`config.mk`:
```
export PLATFORM = sky130hd
export DESIGN_NAME = pc_flag_ctrl
export DESIGN_NICKNAME = d
export VERILOG_FILES = /design/src/rtl/pc_flag_ctrl_pkg.sv /design/src/rtl/pc_flag_ctrl_branch_cond.sv /design/src/rtl/pc_flag_ctrl.sv
export SDC_FILE = /design/constraint.sdc
export NUM_CORES = 1
export LEC_CHECK = 0
export CAP_MARGIN = 15
export CORE_UTILIZATION = 38
export CTS_BUF_LIST = sky130_fd_sc_hd__clkbuf_2
export DETAILED_ROUTE_END_ITERATION = 16
export PLACE_DENSITY = 0.78
export SETUP_SLACK_MARGIN = 0.05
export SKIP_LAST_GASP = 1
export SLEW_MARGIN = 40
export SYNTH_ARGS = -nofsm -noshare
export SYNTH_HDL_FRONTEND = slang
export SYNTH_SLANG_ARGS = --single-unit
```
`constraint.sdc`:
```
create_clock -name clk -period 2.93 [get_ports clk]
set_clock_uncertainty 0.05 [all_clocks]
set_input_delay 0.586 -clock clk [delete_from_list [all_inputs] [get_ports clk]]
set_output_delay 0.586 -clock clk [all_outputs]
set_load 0.05 [all_outputs]
```
`src/rtl/pc_flag_ctrl_pkg.sv`:
```
// Shared encodings for the PC/flag controller: ALU opcodes, branch condition codes,
// flag bit positions and controller state.
package pc_flag_ctrl_pkg;

  localparam int unsigned OP_W   = 4;
  localparam int unsigned CC_W   = 3;
  localparam int unsigned FLAG_W = 3;
  localparam int unsigned IMM_W  = 9;

  localparam int unsigned FLAG_N = 2;
  localparam int unsigned FLAG_V = 1;
  localparam int unsigned FLAG_Z = 0;

  typedef enum logic [OP_W-1:0] {
    OP_ADD    = 4'h0,
    OP_SUB    = 4'h1,
    OP_XOR    = 4'h2,
    OP_RED    = 4'h3,
    OP_SLL    = 4'h4,
    OP_SRA    = 4'h5,
    OP_ROR    = 4'h6,
    OP_PADDSB = 4'h7,
    OP_LW     = 4'h8,
    OP_SW     = 4'h9,
    OP_LLB    = 4'hA,
    OP_LHB    = 4'hB,
    OP_B      = 4'hC,
    OP_BR     = 4'hD,
    OP_PCS    = 4'hE,
    OP_HLT    = 4'hF
  } opcode_e;

  typedef enum logic [CC_W-1:0] {
    CC_NE = 3'b000,
    CC_EQ = 3'b001,
    CC_GT = 3'b010,
    CC_LT = 3'b011,
    CC_GE = 3'b100,
    CC_LE = 3'b101,
    CC_OV = 3'b110,
    CC_UN = 3'b111
  } cond_e;

  typedef enum logic {
    ST_RUN    = 1'b0,
    ST_HALTED = 1'b1
  } state_e;

endpackage

```
`src/rtl/pc_flag_ctrl_branch_cond.sv`:
```
// Evaluates a B/BR condition code against the latched [N:V:Z] flags.
module pc_flag_ctrl_branch_cond
  import pc_flag_ctrl_pkg::*;
(
  input  logic [CC_W-1:0]   cond_i,
  input  logic [FLAG_W-1:0] flags_i,
  output logic              cond_true_o
);

  logic n, v, z;

  assign n = flags_i[FLAG_N];
  assign v = flags_i[FLAG_V];
  assign z = flags_i[FLAG_Z];

  always_comb begin
    cond_true_o = 1'b0;
    case (cond_i)
      CC_NE:   cond_true_o = !z;
      CC_EQ:   cond_true_o = z;
      CC_GT:   cond_true_o = !z && !n;
      CC_LT:   cond_true_o = n;
      CC_GE:   cond_true_o = z || (!z && !n);
      CC_LE:   cond_true_o = n || z;
      CC_OV:   cond_true_o = v;
      CC_UN:   cond_true_o = 1'b1;
      default: cond_true_o = 1'b0;
    endcase
  end

endmodule

```
`src/rtl/pc_flag_ctrl.sv`:
```
// Owns the PC and the latched ALU flags; resolves B/BR and retires HLT into an
// absorbing halted state that only reset leaves.
module pc_flag_ctrl
  import pc_flag_ctrl_pkg::*;
#(
  parameter int unsigned     PC_W     = 16,
  parameter logic [PC_W-1:0] RESET_PC = '0
) (
  input  logic              clk,
  input  logic              rst,
  input  logic              Stall,
  input  logic [OP_W-1:0]   Opcode,
  input  logic [FLAG_W-1:0] ALU_Flag,
  input  logic [CC_W-1:0]   Cond,
  input  logic [IMM_W-1:0]  Imm9,
  input  logic [PC_W-1:0]   Br_Reg,
  output logic [PC_W-1:0]   PC,
  output logic [PC_W-1:0]   PC_Plus2,
  output logic [FLAG_W-1:0] Flags,
  output logic              Taken,
  output logic              Halt
);

  state_e            state_q;
  logic [PC_W-1:0]   pc_q, pc_d;
  logic [FLAG_W-1:0] flags_q, flags_d;
  logic              halt_q;
  logic              cond_true;
  logic              is_branch;
  logic [PC_W-1:0]   pc_plus2;
  logic [PC_W-1:0]   b_offset;

  pc_flag_ctrl_branch_cond u_branch_cond (
    .cond_i      (Cond),
    .flags_i     (flags_q),
    .cond_true_o (cond_true)
  );

  // Word offset: sign-extend Imm9 and scale by 2 in one concatenation.
  assign b_offset  = {{(PC_W-IMM_W-1){Imm9[IMM_W-1]}}, Imm9, 1'b0};
  assign pc_plus2  = pc_q + PC_W'(2);
  assign is_branch = (Opcode == OP_B) || (Opcode == OP_BR);

  assign Taken    = is_branch && cond_true && (state_q == ST_RUN);
  assign PC_Plus2 = pc_plus2;
  assign PC       = pc_q;
  assign Flags    = flags_q;
  assign Halt     = halt_q;

  always_comb begin
    pc_d = pc_plus2;
    if (Taken && (Opcode == OP_B)) begin
      pc_d = pc_plus2 + b_offset;
    end else if (Taken && (Opcode == OP_BR)) begin
      pc_d = Br_Reg;
    end else if (Opcode == OP_HLT) begin
      pc_d = pc_q;
    end
  end

  always_comb begin
    flags_d = flags_q;
    case (Opcode)
      OP_ADD, OP_SUB:                 flags_d = ALU_Flag;
      OP_XOR, OP_SLL, OP_SRA, OP_ROR: flags_d[FLAG_Z] = ALU_Flag[FLAG_Z];
      default:                        flags_d = flags_q;
    endcase
  end

  // HALTED freezes every register until reset.
  always_ff @(posedge clk or posedge rst) begin
    if (rst) begin
      state_q <= ST_RUN;
      pc_q    <= RESET_PC;
      flags_q <= '0;
      halt_q  <= 1'b0;
    end else if ((state_q == ST_RUN) && !Stall) begin
      pc_q    <= pc_d;
      flags_q <= flags_d;
      if (Opcode == OP_HLT) begin
        state_q <= ST_HALTED;
        halt_q  <= 1'b1;
      end
    end
  end

endmodule

```
==> results.md <==
- Status: completed
- Static leakage: 1.54 nW
- Most frequent cells in the layout: clkdlybuf4s50_1, buf_4, nand2_1
- Hold Vio Cnt, Final: 0
- Routed wl met2: 3800 um
- Slowest cell on the critical path: dfrtp_2
- Starting Density: 0.400
- Antenna-violating nets left: 0
- Post-Syn Instances: 270
- GRT Util Overall: 0.251
- Tcrit/Tclk final: 0.982
- Commonest non-fill, non-tap cell in the layout: clkdlybuf4s50_1
- Int Pwr: 1.82 mW
- Pwr Density: 1030 nW/um^2
- Die height: 78.6 um
- Sequential power share: 0.139
- FMAX: 348 MHz
- Multi-input gate area: 1990 sq um
- Slew HR: 0.647
- Vias in the first global route: 2542
- DR pass1 iterations: 4
- Layout cell share with drive strength beyond 1: 0.295
- Final min period: 2880 ps
- Routability cong.: 0.944
- Initial antenna violation count: 0
- N_diodes: 0
- CP max stage delay: 490 ps
- Max-slew violations: 0
- DIE WIDTH: 78.6 um
- Hold WS: 472 ps
- Sink Count: 20
- Clock share of power: 0.059
- Port Buffer Count: 74
- Clock buffer depth: 2
- CP Data Required Time: 3170 ps
- H-tree levels: 1
- Nets@finish: 425
- WL/cell: 16.8 um
- CTS buffer count: 3
- Latest clock arrival within the worst-skew pair: 350 ps
- Mapped Avg Cell Area: 8.26 sq um
- DR vias: 2539
- Worst hold path type: input port to asynchronous set/reset pin
- NetSw: 2.00 mW
- Met3 routed WL: 458 um
- Core area: 5570 sq um
- Count of final setup violators: 0
- Drt total wl: 7440 um
- Top sig layer: met4
- Detail Placement HPWL: 5620 um
- Crit Path Max Fanout: 4
- RSZ-0062 raised after global routing: yes
- CTS root buf: clkbuf_2
- Row count: 27
- Yosys warning total: 0
- TritonCTS clock tree: done
- Switch share: 0.525
- Worst Path Class, Setup: flip-flop to flip-flop
- Overall Power: 3.82 mW
- Worst Setup End Kind: flip-flop
- Worst path cell trace: and4_1 > and2_4 > and4_4 > xor2_4 > ha_4 > a21o_1 > or3_1 > o221a_2 > mux2_4 > o221ai_2
- Final cell count without fillers: 442
- Startpoint type of the worst setup path: flip-flop
- Sequential Area: 510 sq um
- Die area: 6180 sq um
- Total global routing overflow: 0
- I/O Pins: 75
- Logic pwr share: 0.803
- Post-Syn Area: 2230 sq um
- Placed Cells: 431
- Post-synth net total: 324
- Max VDD drop: 0.818 mV
- Largest net degree at the start of global routing: 26
- Iter 0 DRT Violations: 138
- Synth cell types: 66
- Max cap viols: 0
- DRC Markers: 0
- Area grow syn2layout: 66.3%
- Most used DFF post-synth: dfrtp_1
- Register area share after synthesis: 0.224
- Hold_buf cts: 0
- Wire length on met1: 2990 um
- Actual slew at the worst max-slew pin: 528 ps
- Synth async-reset ratio: 1.00
- Clock-pin slew on the worst setup and hold paths: 240 ps
- CP Data Arrival Time: 3110 ps
- Register bit count reported by yosys: 20
- First-pass GRT wire length: 12100 um
- Via density: 5.74
- Fill count: 459
- EDFF count, synth: 0
## power by group through the flow
stage          Sequential, mW  Clock [mW]  Combinational [mW]
2_1_floorplan           0.939           0                1.58
3_3_place_gp            0.524           0                2.84
3_5_place_dp            0.531           0                2.88
4_1_cts                 0.524       0.228                2.92
5_1_grt                 0.547       0.234                3.26
6_report                0.529       0.224                3.07
## path summary, 6_finish.rpt
kind	from	end	slack, ps	cells after the start
max reg2reg	PC[1]	PC[14]	50	10
max	PC[1]	PC[14]	50	10
min reg2reg	PC[0]	PC[0]	500	1
min in group clk	PC[0]	PC[0]	500	1
max in group asynchronous	rst	PC[7]	1990	2
min	rst	PC[0]	470	2
## stage by stage
| stage | cell area, sq um | utilization | setup slack (ps) | TNS (ps) |
|---|---|---|---|---|
| after floorplan | 2510 | - | -408 | -1390 |
| after global placement | 3500 | 0.629 | -66.8 | -114 |
| after CTS | 3570 | 0.641 | 7.82 | 0 |
| final | 3710 | 0.666 | 53.8 | 0 |
| after global routing | 3710 | 0.666 | -70.7 | -135 |
| after detailed placement | 3500 | 0.629 | -104 | -227 |
## flip-flops by register name (all words and copies together) (netlist names)
register  flops
Halt          1
PC           16
Flags         3
## area by class of cell
class                           instances  area share
Clock inverter                          1     0.00809
Tap cell                               72      0.0243
Sequential cell                        20       0.138
Timing Repair Buffer                  109       0.282
Inverter                                7     0.00708
Clock buffer                            3     0.00405
Multi-Input combinational cell        230       0.537
## logic make-up after synthesis
kind of cell | share of synthesized area
buf+inv | 0.0544
simple gates | 0.247
xor+xnor | 0.0886
flops | 0.224
fa+ha+maj | 0.0976
compound gates | 0.236
mux | 0.0522
## cells in the mapped netlist, drive strengths merged (7+ instances only)
| library cell | instances | area (sq um) |
|---|---|---|
| o21ai | 15 | 75.1 |
| buf | 7 | 43.8 |
| xor2 | 9 | 78.8 |
| nor2 | 16 | 60.1 |
| a21o | 7 | 52.6 |
| nand2 | 27 | 101 |
| dfrtp | 20 | 500 |
| nand3 | 13 | 70.1 |
| nor3 | 10 | 50.1 |
| xnor2 | 11 | 96.3 |
| ha | 15 | 188 |
| a21oi | 16 | 83.8 |
| inv | 7 | 26.3 |
## critical path, delay by kind of cell, from the launching register on
kind	cells	cell delay, ps
and+or+nand+nor	4	950
AOI/OAI and AO/OA	3	590
DFF	1	490
muxes	1	300
adders and majority gates	1	230
xor gates and xnor gates	1	190
## what timing repair did
item,CTS,global route
resized for setup,8,16
endpoints found under the setup margin,5,8
setup buffers,2,5
pin swaps,1,11
gates cloned,0,0
## metal layers
metal / track usage / vias to the layer above
met5: 0 / -
met4: 0.102 / 0
met3: 0.0302 / 21
met2: 0.445 / 101
met1: 0.304 / 1203
li1: - / 1214
Power figures use the tool's default switching activity.
